<file path="src/rtl/instr_mem_loader.sv">
`default_nettype none
// +----------------------------------------------------------------------+
// | instr_mem_loader: packs a big-endian byte stream into 32-bit words    |
// | and writes them to instruction memory while the core is held.         |
// | Optional XOR checksum byte when LOADER_CHECKSUM_EN is defined.        |
// | Revision: 1.0                                                         |
// +----------------------------------------------------------------------+
module instr_mem_loader #(
  parameter int ADDR_W = 32,
  parameter int CNT_W  = 16
) (
  input  logic              clk,
  input  logic              reset,
  input  logic              start,
  input  logic [ADDR_W-1:0] base_addr,
  input  logic [CNT_W-1:0]  word_count,
  input  logic [7:0]        in_data,
  input  logic              in_valid,
  output logic              in_ready,
  output logic [ADDR_W-1:0] mem_addr,
  output logic [31:0]       mem_wdata,
  output logic              mem_we,
  output logic              busy,
  output logic              done,
  output logic              core_hold,
  output logic              error
);

  typedef enum logic [2:0] {
    S_IDLE     = 3'd0,
    S_ASSEMBLE = 3'd1,
    S_WRITE    = 3'd2,
`ifdef LOADER_CHECKSUM_EN
    S_CHECK    = 3'd4,
`endif
    S_DONE     = 3'd3
  } state_t;

  state_t              state_q, state_d;
  logic [ADDR_W-1:0]   base_q, base_d;
  logic [CNT_W-1:0]    count_q, count_d;
  logic [CNT_W-1:0]    index_q, index_d;
  logic [1:0]          byte_cnt_q, byte_cnt_d;
  // Only the first three bytes need storage; the fourth lands straight in wdata.
  logic [23:0]         word_q, word_d;
  logic [ADDR_W-1:0]   addr_q, addr_d;
  logic [31:0]         wdata_q, wdata_d;
`ifdef LOADER_CHECKSUM_EN
  logic [7:0]          csum_q, csum_d;
  logic                error_q, error_d;
`endif

  logic                w_accept;
  logic [CNT_W-1:0]    w_index_inc;
  logic [ADDR_W-1:0]   w_offset;

  assign w_accept    = in_valid & in_ready;
  assign w_index_inc = index_q + CNT_W'(1);
  assign w_offset    = ADDR_W'({index_q, 2'b00});

  always_ff @(posedge clk) begin
    if (reset) begin
      state_q    <= S_IDLE;
      base_q     <= '0;
      count_q    <= '0;
      index_q    <= '0;
      byte_cnt_q <= '0;
      word_q     <= '0;
      addr_q     <= '0;
      wdata_q    <= '0;
`ifdef LOADER_CHECKSUM_EN
      csum_q     <= '0;
      error_q    <= 1'b0;
`endif
    end else begin
      state_q    <= state_d;
      base_q     <= base_d;
      count_q    <= count_d;
      index_q    <= index_d;
      byte_cnt_q <= byte_cnt_d;
      word_q     <= word_d;
      addr_q     <= addr_d;
      wdata_q    <= wdata_d;
`ifdef LOADER_CHECKSUM_EN
      csum_q     <= csum_d;
      error_q    <= error_d;
`endif
    end
  end

  always_comb begin
    state_d    = state_q;
    base_d     = base_q;
    count_d    = count_q;
    index_d    = index_q;
    byte_cnt_d = byte_cnt_q;
    word_d     = word_q;
    addr_d     = addr_q;
    wdata_d    = wdata_q;
`ifdef LOADER_CHECKSUM_EN
    csum_d     = csum_q;
    error_d    = error_q;
`endif
    case (state_q)
      S_IDLE, S_DONE: begin
        if (start) begin
          base_d     = base_addr;
          count_d    = word_count;
          index_d    = '0;
          byte_cnt_d = '0;
`ifdef LOADER_CHECKSUM_EN
          csum_d     = '0;
          error_d    = 1'b0;
`endif
          state_d    = (word_count == '0) ? S_DONE : S_ASSEMBLE;
        end
      end
      S_ASSEMBLE: begin
        if (w_accept) begin
          word_d     = {word_q[15:0], in_data};
          byte_cnt_d = byte_cnt_q + 2'd1;
`ifdef LOADER_CHECKSUM_EN
          csum_d     = csum_q ^ in_data;
`endif
          if (byte_cnt_q == 2'd3) begin
            addr_d  = base_q + w_offset;
            wdata_d = {word_q, in_data};
            state_d = S_WRITE;
          end
        end
      end
      S_WRITE: begin
        index_d = w_index_inc;
        if (w_index_inc == count_q) begin
`ifdef LOADER_CHECKSUM_EN
          state_d = S_CHECK;
`else
          state_d = S_DONE;
`endif
        end else begin
          state_d = S_ASSEMBLE;
        end
      end
`ifdef LOADER_CHECKSUM_EN
      S_CHECK: begin
        if (w_accept) begin
          error_d = (in_data != csum_q);
          state_d = S_DONE;
        end
      end
`endif
      default: state_d = S_IDLE;
    endcase
  end

`ifdef LOADER_CHECKSUM_EN
  assign in_ready = (state_q == S_ASSEMBLE) || (state_q == S_CHECK);
  assign busy     = (state_q == S_ASSEMBLE) || (state_q == S_WRITE) || (state_q == S_CHECK);
  assign error    = error_q;
`else
  assign in_ready = (state_q == S_ASSEMBLE);
  assign busy     = (state_q == S_ASSEMBLE) || (state_q == S_WRITE);
  assign error    = 1'b0;
`endif

  assign mem_we    = (state_q == S_WRITE);
  assign mem_addr  = addr_q;
  assign mem_wdata = wdata_q;
  assign done      = (state_q == S_DONE);
  // The core is released only by a clean completion.
  assign core_hold = !(done && !error);

endmodule
`default_nettype wire

</file>
<file path="config.mk">
export PLATFORM = sky130hd
export DESIGN_NAME = instr_mem_loader
export DESIGN_NICKNAME = d
export VERILOG_FILES = /design/src/rtl/instr_mem_loader.sv
export SDC_FILE = /design/constraint.sdc
export NUM_CORES = 1
export LEC_CHECK = 0
export ABC_AREA = 1
export CAP_MARGIN = 10
export CORE_ASPECT_RATIO = 1.2
export CORE_UTILIZATION = 45
export CTS_BUF_LIST = sky130_fd_sc_hd__clkbuf_8
export DETAILED_ROUTE_END_ITERATION = 8
export PLACE_DENSITY = 0.82
export RECOVER_POWER = 25
export SLEW_MARGIN = 20
export SYNTH_ARGS = -nofsm -noshare
export SYNTH_HDL_FRONTEND = slang
export SYNTH_SLANG_ARGS = --single-unit
</file>
<file path="constraint.sdc">
create_clock -name clk -period 2.8 [get_ports clk]
set_clock_uncertainty 0.1 [all_clocks]
set_input_delay 0.42 -clock clk [delete_from_list [all_inputs] [get_ports clk]]
set_output_delay 0.42 -clock clk [all_outputs]
set_load 0.005 [all_outputs]
</file>
==> flow_metrics.env <==
export IMPL_outcome="completed"
export IMPL_postSynth_asyncResetShare=0
export IMPL_io_buffers=128
export IMPL_ys_ff_latch=156
export IMPL_tightest_slew_ns=1.03
export IMPL_core_sq_um=16400
export IMPL_path_clk_slew_ns=0.08
export IMPL_max_slew_margin=0.317
export IMPL_final_nets=1280
export IMPL_vias=7371
export IMPL_regToRegSetupSlack_ns=0.53
export IMPL_synth_main_ff_cell="dfxtp_1"
export IMPL_drcViolationCount=0
export IMPL_clock_sinks=156
export IMPL_wirelength_microns=20600
export IMPL_worstHoldPathCells=1
export IMPL_antenna_found_initial=0
export IMPL_hold_violations=0
export IMPL_worstHoldEndpoint="byte_cnt_q[0]$_SDFFE_PP0P_"
export IMPL_hpwl_microns=15100
export IMPL_avgSynthCellArea_sq_um=7.03
export IMPL_regArea_sq_um=3120
export IMPL_insertion_delay_ns=0.45
export IMPL_multi_input_area_sq_um=3860
export IMPL_post_synth_num_cell_types=44
export IMPL_gp_congestion=0.917
export IMPL_wire_per_inst_microns=14.5
export IMPL_drt_initial_drc_count=410
export IMPL_die_w_microns=121
export IMPL_final_max_slew_viol_count=0
export IMPL_yosysSeqAreaShare=0.411
export IMPL_row_count=51
export IMPL_layout_common_cells="189 x nor2_1, 163 x nand2_1, 156 x dfxtp_1, 133 x o21ai_0, 122 x clkdlybuf4s50_1"
export IMPL_cts_buffers_inserted=17
export IMPL_placed_cell_area_sq_um=9110
export IMPL_clockRootBuffer="clkbuf_8"
export IMPL_antenna_left=0
export IMPL_postCtsSetupBuffers=0
export IMPL_io_pins=130
export IMPL_first_pass_iters=5
export IMPL_die_area_sq_um=17400
export IMPL_initial_core_util=0.463
export IMPL_grt_usage=0.245
export IMPL_syn2layout_area_growth_pct=24.7
export IMPL_period_share=0.879
export IMPL_critPathKind="reg2out"
export IMPL_endpoint_kind="output port"
export IMPL_rsz0062_at_grt="false"
export IMPL_mappedNetlistNets=1164
export IMPL_timing_rr_end="mem_addr[15]$_SDFFE_PP0P_"
export IMPL_irDropWorstVdd_mv=0.357
export IMPL_startpoint="state_q[0]$_SDFFE_PP0P_"
export IMPL_timing_final_crit_period_ns=2.46
export IMPL_startpoint_type="flip-flop"
export IMPL_synth_edf_count=0
export IMPL_cts_hold_buf=0
export IMPL_cts_tree="done"
export IMPL_grt_overflow_total=0
export IMPL_power_density_nw_per_um2=656
export IMPL_grt_max_degree=87
export IMPL_p_leak_nw=3.98
export IMPL_cp_arrival_ns=1.94
export IMPL_final_instance_count_excl_fill=1422
export IMPL_ctsResizeCount=0
export IMPL_final_area_sq_um=9470
export IMPL_antenna_cells=0
export IMPL_final_common_cell="nor2_1"
export IMPL_h_tree_depth=4
export IMPL_timing_rr_start="index_q[8]$_SDFFE_PP0P_"
export IMPL_clockBufferDepth=2
export IMPL_cap_violations=0
export IMPL_setup_violations=0
export IMPL_hp_class="reg2reg"
export IMPL_synthCells=1081
export IMPL_ys_warn_count=0
export IMPL_dp_cells=1390
export IMPL_tns_ns=0
export IMPL_fill_cells=1450
export IMPL_drive_gt1_frac=0.0612
export IMPL_netlist_area_sq_um=7600
export IMPL_worstRegToRegCells=9
export IMPL_first_global_vias=7061
export IMPL_vias_per_cell=5.18
export IMPL_die_h_microns=144
export IMPL_crit_fanout=5
export IMPL_fmax_mhz=406
export IMPL_required_ns=2.28
export IMPL_grt_pass1_wl_microns=33500
export IMPL_hp_start="byte_cnt_q[0]$_SDFFE_PP0P_"
==> registers in the layout, indices dropped and copies added (netlist names) <==
signal	cells
base_q	32
mem_wdata	32
word_q	24
state_q	2
byte_cnt_q	2
count_q	16
index_q	16
mem_addr	32
==> per-layer routing <==
layer / global-route usage / share of wire
met4: 0.0929 / 0.025
met5: 0 / 0
met1: 0.284 / 0.42
met3: 0.0643 / 0.062
met2: 0.430 / 0.49
==> worst max-delay path: stages (launching register included) <==
cell	delay [ns]
dfxtp_1	0.41
inv_1	0.07
ha_1	0.32
inv_1	0.17
clkdlybuf4s50_1	0.53
==> power by group <==
group / total (W) / switching [W] / internal, W / leakage, nW
clock network: 0.00165 / 0.000875 / 0.000778 / 0.187
registers: 0.00280 / 0.000241 / 0.00256 / 1.27
logic: 0.00176 / 0.00111 / 0.000645 / 2.52
total: 0.00621 / 0.00223 / 0.00398 / 3.98
==> final cells by class <==
cell class	instances	area share
inverter	112	0.0444
sequential	156	0.330
timing repair buffer	146	0.150
clock inverter	12	0.0120
tap	212	0.0280
clock buffer	20	0.0291
multi-input combinational	764	0.407
==> how the worst max path moves through the flow <==
stage	to	slack, ns
after floorplan	mem_addr[18]$_SDFFE_PP0P_	0.89
after global placement	mem_addr[11]$_SDFFE_PP0P_	0.65
after detailed placement	mem_addr[18]$_SDFFE_PP0P_	0.63
after CTS	busy	0.30
after global routing	busy	0.20
final	busy	0.34
==> kinds of logic (layout without fill, tap and decap cells) <==
group	after synthesis	after routing	share of synthesized area
DFF	156	156	0.411
and+or+nand+nor	463	463	0.259
other	1	1	0.000494
AOI/OAI and AO/OA	261	261	0.188
adders and majority gates	23	23	0.0389
buffers and inverters	161	290	0.0820
xor gates and xnor gates	16	16	0.0203
==> per-stage QoR <==
| step | total power (W) | hold WS, ns | setup WS, ns | utilization |
|---|---|---|---|---|
| 2_1_floorplan | 0.00400 | 0.333 | 0.887 | - |
| 3_3_place_gp | 0.00457 | 0.353 | 0.650 | 0.555 |
| 3_5_place_dp | 0.00462 | 0.362 | 0.628 | 0.555 |
| 4_1_cts | 0.00625 | 0.373 | 0.302 | 0.579 |
| 5_1_grt | 0.00662 | 0.401 | 0.197 | 0.578 |
| 6_report | 0.00621 | 0.370 | 0.339 | 0.578 |
==> cell usage after synthesis, drive strengths merged, types with 3 or more instances <==
cell | count | area share
o21a | 10 | 0.0099
xor2 | 9 | 0.010
a21oi | 80 | 0.053
clkinv | 3 | 0.0015
nand3b | 4 | 0.0040
o21bai | 14 | 0.014
o211ai | 6 | 0.0059
clkbuf | 37 | 0.018
nand3 | 63 | 0.042
nor3 | 9 | 0.0059
nand2 | 172 | 0.089
nand4 | 10 | 0.0082
nor4 | 4 | 0.0033
buf | 12 | 0.0084
nor2 | 196 | 0.10
ha | 22 | 0.036
xnor2 | 6 | 0.0069
dfxtp | 156 | 0.41
inv | 109 | 0.054
o21ai | 136 | 0.091
a211oi | 8 | 0.0079
Note: power is estimated with default switching activity, not from simulation.
